==> src/rtl/gpu_pipe_pkg.sv <==
// Shared GPU front-end constants and the fetched-packet layout {instruction, pc}.
package gpu_pipe_pkg;

    localparam int NUM_WARP         = 4;
    localparam int NUM_WARP_LOG     = 2;
    localparam int NUM_ENTRY        = 4;
    localparam int NUM_ENTRY_LOG    = 2;
    localparam int SIZE_PC          = 32;
    localparam int SIZE_INSTRUCTION = 64;
    localparam int SIZE_PACKET      = SIZE_INSTRUCTION + SIZE_PC;

    typedef struct packed {
        logic [SIZE_INSTRUCTION-1:0] instruction;
        logic [SIZE_PC-1:0]          pc;
    } inst_packet_t;

endpackage

==> src/rtl/warp_rr_arbiter.sv <==
// Combinational round-robin pick over warp requests, searching upward from rrPtr+1.
module warp_rr_arbiter
    import gpu_pipe_pkg::*;
(
    input  logic [NUM_WARP-1:0]     request,
    input  logic [NUM_WARP_LOG-1:0] rrPtr,
    output logic [NUM_WARP-1:0]     grant,
    output logic [NUM_WARP_LOG-1:0] grantIdx,
    output logic                    grantValid
);

    logic [NUM_WARP_LOG-1:0] cand;

    always_comb begin
        grant      = '0;
        grantIdx   = '0;
        grantValid = 1'b0;
        cand       = '0;
        for (int i = 1; i <= NUM_WARP; i++) begin
            cand = NUM_WARP_LOG'((int'(rrPtr) + i) % NUM_WARP);
            if (!grantValid && request[cand]) begin
                grantValid = 1'b1;
                grantIdx   = cand;
            end
        end
        grant[grantIdx] = grantValid;
    end

endmodule

==> src/rtl/warp_inst_buffer.sv <==
// Per-warp instruction FIFOs between fetch and decode with round-robin issue.
// Optional IBUF_STALL_CNT_EN adds issueBubbleCnt_o (saturating idle-issue counter).
module warp_inst_buffer
    import gpu_pipe_pkg::*;
(
    input  logic                     clk,
    input  logic                     reset,
    input  logic                     stall_i,
    input  logic [NUM_WARP_LOG-1:0]  instWarp_i,
    input  logic                     instPacket0Valid_i,
    input  logic [SIZE_PACKET-1:0]   instPacket0_i,
    input  logic                     instPacket1Valid_i,
    input  logic [SIZE_PACKET-1:0]   instPacket1_i,
    input  logic                     flush_i,
    input  logic [NUM_WARP_LOG-1:0]  flushWarp_i,
    input  logic [NUM_WARP-1:0]      warpReady_i,
    output logic                     selectedPacketValid_o,
    output logic [NUM_WARP_LOG-1:0]  selectedWarp_o,
    output logic [NUM_ENTRY_LOG-1:0] selectedEntry_o,
    output logic [SIZE_PACKET-1:0]   selectedPacket_o,
    output logic [NUM_WARP-1:0]      warpAlmostFull_o,
`ifdef IBUF_STALL_CNT_EN
    output logic                     overflow_o,
    output logic [31:0]              issueBubbleCnt_o
`else
    output logic                     overflow_o
`endif
);

    localparam int CNT_W = NUM_ENTRY_LOG + 1;
    localparam int LVL_W = NUM_ENTRY_LOG + 2;

    logic [NUM_ENTRY_LOG-1:0] headAll  [NUM_WARP];
    logic [CNT_W-1:0]         countAll [NUM_WARP];
    inst_packet_t             headPkt  [NUM_WARP];

    logic [NUM_WARP-1:0]     request;
    logic [NUM_WARP-1:0]     grant;
    logic [NUM_WARP_LOG-1:0] grantIdx;
    logic                    grantValid;
    logic [NUM_WARP_LOG-1:0] rrPtr;

    logic [1:0]       wrCount;
    logic             wrFlushed;
    logic             popSameWarp;
    logic [LVL_W-1:0] wrLevel;
    logic             wrDrop;
    logic             wrAccept;

    assign wrCount     = instPacket0Valid_i ? (instPacket1Valid_i ? 2'd2 : 2'd1) : 2'd0;
    assign wrFlushed   = flush_i && (flushWarp_i == instWarp_i);
    assign popSameWarp = !stall_i && grant[instWarp_i];
    // Occupancy the target warp would reach this cycle, counting a same-cycle pop.
    assign wrLevel     = LVL_W'(countAll[instWarp_i]) - LVL_W'(popSameWarp) + LVL_W'(wrCount);
    assign wrDrop      = (wrCount != 2'd0) && !wrFlushed && (wrLevel > LVL_W'(NUM_ENTRY));
    assign wrAccept    = (wrCount != 2'd0) && !wrFlushed && !wrDrop;

    for (genvar w = 0; w < NUM_WARP; w++) begin : gWarp
        localparam logic [NUM_WARP_LOG-1:0] WID = NUM_WARP_LOG'(w);

        logic [NUM_ENTRY_LOG-1:0] head;
        logic [NUM_ENTRY_LOG-1:0] tail;
        logic [CNT_W-1:0]         count;
        inst_packet_t             mem [NUM_ENTRY];
        logic                     flushHere;
        logic                     popHere;
        logic                     wrHere;

        assign flushHere = flush_i && (flushWarp_i == WID);
        assign popHere   = !stall_i && grant[w];
        assign wrHere    = wrAccept && (instWarp_i == WID);

        assign request[w]          = (count != '0) && warpReady_i[w] && !flushHere;
        assign warpAlmostFull_o[w] = count > CNT_W'(NUM_ENTRY - 2);
        assign headAll[w]          = head;
        assign countAll[w]         = count;
        assign headPkt[w]          = mem[head];

        always_ff @(posedge clk or negedge reset) begin
            if (!reset) begin
                head  <= '0;
                tail  <= '0;
                count <= '0;
            end else if (flushHere) begin
                head  <= '0;
                tail  <= '0;
                count <= '0;
            end else begin
                if (popHere) head <= head + NUM_ENTRY_LOG'(1);
                if (wrHere)  tail <= tail + NUM_ENTRY_LOG'(wrCount);
                count <= count + (wrHere ? CNT_W'(wrCount) : CNT_W'(0)) - CNT_W'(popHere);
            end
        end

        always_ff @(posedge clk) begin
            if (wrHere) begin
                mem[tail] <= instPacket0_i;
                if (wrCount == 2'd2) mem[tail + NUM_ENTRY_LOG'(1)] <= instPacket1_i;
            end
        end
    end

    warp_rr_arbiter uArb (
        .request    (request),
        .rrPtr      (rrPtr),
        .grant      (grant),
        .grantIdx   (grantIdx),
        .grantValid (grantValid)
    );

    // Issue stage boundary: outputs freeze entirely while stalled.
    always_ff @(posedge clk or negedge reset) begin
        if (!reset) begin
            selectedPacketValid_o <= 1'b0;
            selectedWarp_o        <= '0;
            selectedEntry_o       <= '0;
            selectedPacket_o      <= '0;
            rrPtr                 <= NUM_WARP_LOG'(NUM_WARP - 1);
            overflow_o            <= 1'b0;
        end else begin
            if (!stall_i) begin
                selectedPacketValid_o <= grantValid;
                if (grantValid) begin
                    selectedWarp_o   <= grantIdx;
                    selectedEntry_o  <= headAll[grantIdx];
                    selectedPacket_o <= headPkt[grantIdx];
                    rrPtr            <= grantIdx;
                end
            end
            if (wrDrop) overflow_o <= 1'b1;
        end
    end

`ifdef IBUF_STALL_CNT_EN
    logic anyPending;

    always_comb begin
        anyPending = 1'b0;
        for (int w = 0; w < NUM_WARP; w++) begin
            if (countAll[w] != '0) anyPending = 1'b1;
        end
    end

    always_ff @(posedge clk or negedge reset) begin
        if (!reset) begin
            issueBubbleCnt_o <= '0;
        end else if (anyPending && !stall_i && !grantValid && (issueBubbleCnt_o != '1)) begin
            issueBubbleCnt_o <= issueBubbleCnt_o + 32'd1;
        end
    end
`endif

endmodule
==> config.mk <==
export PLATFORM = sky130hd
export DESIGN_NAME = warp_inst_buffer
export DESIGN_NICKNAME = d
export VERILOG_FILES = /design/src/rtl/gpu_pipe_pkg.sv /design/src/rtl/warp_rr_arbiter.sv /design/src/rtl/warp_inst_buffer.sv
export SDC_FILE = /design/constraint.sdc
export NUM_CORES = 2
export LEC_CHECK = 0
export CAP_MARGIN = 20
export CORE_UTILIZATION = 55
export CTS_CLUSTER_DIAMETER = 150
export DETAILED_ROUTE_END_ITERATION = 16
export PLACE_DENSITY_LB_ADDON = 0.05
export SLEW_MARGIN = 30
export SYNTH_ARGS = -nofsm -noshare
export SYNTH_HDL_FRONTEND = slang
export SYNTH_SLANG_ARGS = --single-unit
==> constraint.sdc <==
create_clock -name clk -period 12.12 [get_ports clk]
set_input_delay 2.424 -clock clk [delete_from_list [all_inputs] [get_ports clk]]
set_output_delay 2.424 -clock clk [all_outputs]
set_load 0.01 [all_outputs]
# Yosys cells after proc, flatten, opt, wreduce, memory -nomap -nowiden
# Memory sizes are Yosys's and may differ from the RTL's.
# Cells that the tools add are included.
dict set report totals {
  ff_bits 132
  latch_bits 0
  ram_bits 1536
  romBits 0
  in_bits 206
  out_inout_bits 106
  word_cells 201
  n_memories 4
}
dict set report classes {
  n_addsub 26
  mul 0
  n_div 0
  magnitude_cmp 14
  eq_ne 8
  n_shift 0
  muxes 72
  bitwise_logic 4
  n_reduce_logical 55
}
# name depth word_bits rd rd_ports_with_merged_regs write_ports line
set mem_list {}
lappend mem_list {{gWarp[0].mem} 4 96 1 0 2 warp_inst_buffer.sv:64} ;# inst_packet_t mem [NUM_ENTRY];
lappend mem_list {{gWarp[1].mem} 4 96 1 0 2 warp_inst_buffer.sv:64}
lappend mem_list {{gWarp[2].mem} 4 96 1 0 2 warp_inst_buffer.sv:64}
lappend mem_list {{gWarp[3].mem} 4 96 1 0 2 warp_inst_buffer.sv:64}
# op count
set op_table {}
lappend op_table {{96-bit binary-select mux with 2-bit select} 1}
lappend op_table {{96-bit two-way mux} 2}
lappend op_table {{2-bit two-way mux} 28}
lappend op_table {{1-bit logical AND} 29}
lappend op_table {{1-bit two-way mux} 27}
lappend op_table {{2-bit by 1-bit adder with 2-bit output (second input constant)} 10}
lappend op_table {{2-bit by 3-bit < comparator with 1-bit output (second input constant)} 6}
lappend op_table {{3-bit two-way mux} 6}
lappend op_table {{2-bit nonzero test} 9}
lappend op_table {{3-bit by 2-bit adder with 3-bit output} 4}
lappend op_table {{3-bit by 2-bit > comparator with 1-bit output (second input constant)} 4}
lappend op_table {{3-bit nonzero test} 4}
lappend op_table {{3-bit by 1-bit subtractor with 3-bit output} 4}
lappend op_table {{1-bit binary-select mux with 2-bit select} 5}
lappend op_table {{2-bit equality test (second input constant)} 5}
lappend op_table {{1-bit zero test} 10}
lappend op_table {{2-bit adder} 4}
lappend op_table {{3-bit binary-select mux with 2-bit select} 1}
lappend op_table {{3-bit >= comparator (second input constant)} 2}
lappend op_table {{2-bit inverter with 3-bit output} 2}
lappend op_table {{2-bit adder (second input constant)} 2}
lappend op_table {{4-bit by 2-bit adder with 4-bit output} 1}
lappend op_table {{4-bit AND} 1}
lappend op_table {{2-bit binary-select mux with 2-bit select} 1}
lappend op_table {{9 further kinds} 11}

# Longest topological paths before layout
dict set report depth {
  ltp_word 35
  depth_mapped 28
  depth_no_buf 23
}

# Hierarchy
# A second synthesis with hierarchy kept.
dict set report hier_totals {
  hier_cells 4831
  hier_area_um2 83075.9
}
# mod n_inst cells_each area_per_inst_um2 seq_area_each_um2
set modules_own_cells {}
lappend modules_own_cells {warp_inst_buffer 1 4801 82874.5 49429.9}
lappend modules_own_cells {warp_rr_arbiter 1 30 201.4 0.0}

# Worst setup path before layout
# OpenSTA, ideal clock, no wires.
dict set report synth_path {
  path_type {input port to flip-flop}
  startpoint {input port flushWarp_i[1]}
  endpoint {memory gWarp[0].mem[3][0] in the netlist's numbering, enable pin}
  setup_time_ns 0.688
  t_arrival_ns 13.169
  required_ns 11.432
  path_slack_ns -1.737
  cell_stages 18
  n_path_buf 3
  path_cell_list {buf_2 nand3b_1 a22o_1 a22o_1 buf_2 buf_1 nor3_2 mux2i_1 nor3_1 ha_1 inv_1 ha_1 fa_1 o21ai_0 inv_1 nor4b_4 nand2_1 nor3b_1}
}
# element line
set synth_rtl {}
lappend synth_rtl {{start: declaration} warp_inst_buffer.sv:15} ;# input logic [NUM_WARP_LOG-1:0] flushWarp_i,
lappend synth_rtl {{end: declaration} warp_inst_buffer.sv:64}

==> qor.csv <==
stage;metric;value;unit
run_status;status;complete, no violations;
finish;fin_util;62.62;%
setup_path;crit_type;input port to flop;
synthesis;synth.distinct_cells;56;
sta;hold_ws;0.4675;ns
global_routing;track_usage;31.87;%
place;place_area;0.08826;mm^2
sta;maxSlewViolCount;0;
worst_hold_path;min_delay_path_depth;1;
synthesis;synth_common_cells;edfxtp_1 (1536), mux2_2 (1482), clkbuf_1 (401);
finish;n_fill_cell;10853;
power;netSwitchingFraction;31.25;%
power;internal-power;12320;uW
die;die_h;391.3;um
route;drt-pass1-iter-count;6;
route;vias;47592;
place;port_buffers;311;
global_routing;grt_max_degree;97;
finish;multi_input_area;0.03188;mm^2
route;via_per_inst;6.674;
setup_path;r2r_cells;16;
finish;area_delta_synth_final;12.79;%
synthesis;synth_edf_count;1536;
power;ir_worst_vdd;164.8;uV
synthesis;synthArstFlopShare;7.914;%
clock_network;clkTransAtPathRegs;0.06;ns
synthesis;synth_nets;5137;
global_routing;grt_pass1_wl;351100;um
die;die_area;0.1531;mm^2
sta;skew;0.01683;ns
synthesis;ys_top_cells_by_area;edfxtp_1 (55%), mux2_2 (20%), mux4_2 (10%), dfrtp_1 (3.9%), clkbuf_1 (1.8%);
synthesis;syn_area_per_cell;16.99;um^2
setup_path;critPathCaptureType;flop;
worst_hold_path;hp-class;flop to flop;
clock_network;postCtsSetupBuffers;0;
sta;setup_tns;0;ns
setup_path;path_max_fanout;49;
setup_path;cp-start-kind;input port;
sta;final_hold_viol_count;0;
synthesis;netlist_area;0.08334;mm^2
power;p_per_area;190.7;mW/mm^2
route;wl_per_cell;34.03;um
clock_network;clk_latency;0.79;ns
sta;finalWorstSetupSlack;3.214;ns
die;initial_core_util;55.51;%
finish;final_nets;5183;
sta;worstMarginPinSlew;1.041;ns
power;power.share.clock;29.7;%
place;pre_cts_ws;2.411;ns
clock_network;cts-hold-fix-buffers;0;
synthesis;synth_warnings;0;
clock_network;cts.sinks;1668;
die;coreArea;0.1501;mm^2
sta;min_period;8.906;ns
global_routing;grt_pass1_vias;48890;
setup_path;worstPathCellList;clkdlybuf4s50_1 -> or3b_1 -> a22oi_1 -> a22o_4 -> nor3_2 -> mux2i_1 -> nor3_1 -> ha_1 -> inv_1 -> ha_1 -> fa_1 -> o21ai_0 -> nand4b_1 -> or3_4 -> buf_16 -> buf_4 -> mux2_1;
clock_network;post_cts_resized;0;
die;rows;142;
place;dpl.hpwl;129000;um
setup_path;cp.required;12.65;ns
sta;slew_headroom;30.60;%
global_routing;grt-ovfl-total;0;
power;seqPwrFrac;41.1;%
synthesis;seq_area_frac_synth;59.31;%
clock_network;cts_tree;yes;
finish;design_area;0.09401;mm^2
clock_network;htree_levels;4;
sta;rsz0062_at_grt;false;
route;drt_wl_total;242700;um
place;gp_congestion;0.8130;
synthesis;syn_inst;4905;
sta;max_freq;112.3;MHz
setup_path;cp_data_arrival_time;9.43;ns
clock_network;cts_made_buffers;178;
setup_path;worst_path_most_repeated_cell;ha_1;
clock_network;clockBufferDepth;3;
power;leakage;0.03042;uW
synthesis;synth_top_cell_by_area;edfxtp_1;
setup_path;crit_slowest_cell;or3_4;
die;fp.dieW;391.3;um
power;p_switching;5600;uW
synthesis;ys_ff_latch;1668;
die;ioPinCount;312;
setup_path;slowest_delay;0.82;ns
route;drtAntennaViolNets;0;
synthesis;yosysMostFrequentCell;edfxtp_1;
route;drtIter0Drc;4808;
power;p_comb_share;29.1;%
job;cap_violations;0;
global_routing;antenna_found_initial;37;
clock_network;cts-root-buf;clkbuf_16;
sta;finalCritPeriodShare;73.48;%
route;drc;0;
synthesis;synth_top_area_share;55.34;%
synthesis;synth_flop_cell;edfxtp_1;
finish;layout-drive-gt1-share;45.20;%
finish;seqCellArea;0.04946;mm^2
sta;setup_viol;0;
-- power by group through the flow --
stage / combinational (uW) / clock, uW / sequential (uW)
6_report: 5220 / 5320 / 7370
2_1_floorplan: 3430 / 0 / 7250
4_1_cts: 5230 / 5390 / 7380
5_1_grt: 5500 / 5590 / 7430
3_3_place_gp: 5110 / 0 / 7510
3_5_place_dp: 5210 / 0 / 7500
-- per-layer routing --
metal	global-route usage, %	vias up	share of wire, %
met5	0	-	0.084
met4	9.162	30	2.8
met2	52.96	1930	49
met3	4.763	441	6.8
li1	-	19796	-
met1	43.73	25395	41
-- registers in the layout (all words and copies together), names as in the netlist --
register and count:
selectedPacketValid_o 1, selectedWarp_o 2, overflow_o 1, rrPtr 2
gWarp.tail 8, gWarp.mem 1536, gWarp.head 8, selectedPacket_o 96
gWarp.count 12, selectedEntry_o 2
-- final timing paths --
check | to | slack (ns) | start
max in group asynchronous | gWarp[1].head[1] | 8.46 | reset
min in group asynchronous | selectedPacket_o[79] | 1.64 | reset
min reg2reg | overflow_o | 0.47 | overflow_o
max reg2reg | gWarp[0].mem[0][59] | 5.14 | gWarp[1].count[2]
min | overflow_o | 0.47 | overflow_o
max | gWarp[0].mem[0][59] | 3.21 | flush_i
-- per-stage QoR --
| stage | power, uW | cells |
|---|---|---|
| detailed placement | 12710 | 6783 |
| global route | 18520 | 7125 |
| global placement | 12630 | 6774 |
| CTS | 18000 | 7114 |
| floorplan | 10690 | 4905 |
| finish | 17920 | 7131 |
-- cells in the final DEF, fill, tap and decap left out, types with 7 or more instances in the layout --
cell type,instances
mux2_4,40
nor2_4,12
nor4b_1,97
mux4_2,387
clkbuf_1,65
inv_1,26
dfrtp_4,8
clkdlybuf4s50_1,310
edfxtp_1,1536
and2_1,8
a211oi_1,196
clkinv_2,21
clkinv_1,29
bufinv_16,7
o21ai_0,10
buf_12,29
a21oi_1,9
nor2_1,123
ha_1,21
nand2_1,28
mux2i_1,107
mux2_1,15
clkbuf_8,21
xnor2_1,16
buf_4,64
clkbuf_16,185
mux2_2,1482
nand3_1,20
diode_2,13
dfrtp_1,122
-- worst max-delay path: cells and delay by family --
kind | cells | cell delay [ns]
AOI/OAI and AO/OA | 3 | 1.42
muxes | 2 | 0.66
adders and majority gates | 3 | 1.00
and+or+nand+nor | 5 | 2.47
buffers and inverters | 4 | 1.36
-- cell families (layout without fill, tap and decap cells) --
logic type      count (synthesis)  after routing  synth area share [%]
mux                          2031           2031                 32.69
flops                        1668           1668                 59.31
buf+inv                       575            772                 2.830
simple gates                  341            341                 2.377
compound gates                246            246                 2.160
fa+ha+maj                      26             26                0.4354
xor+xnor                       18             18                0.1982
other cells                     0             13                     0
-- area by class of cell --
cell class	count	area share [%]
timing repair buffer	414	4.672
sequential	1668	52.61
clock buffer	270	5.477
tap	2016	2.683
multi-input combinational	2662	33.91
inverter	27	0.1078
clock inverter	61	0.4965
antenna	13	0.03461
Note: power is estimated with default switching activity, not from simulation.
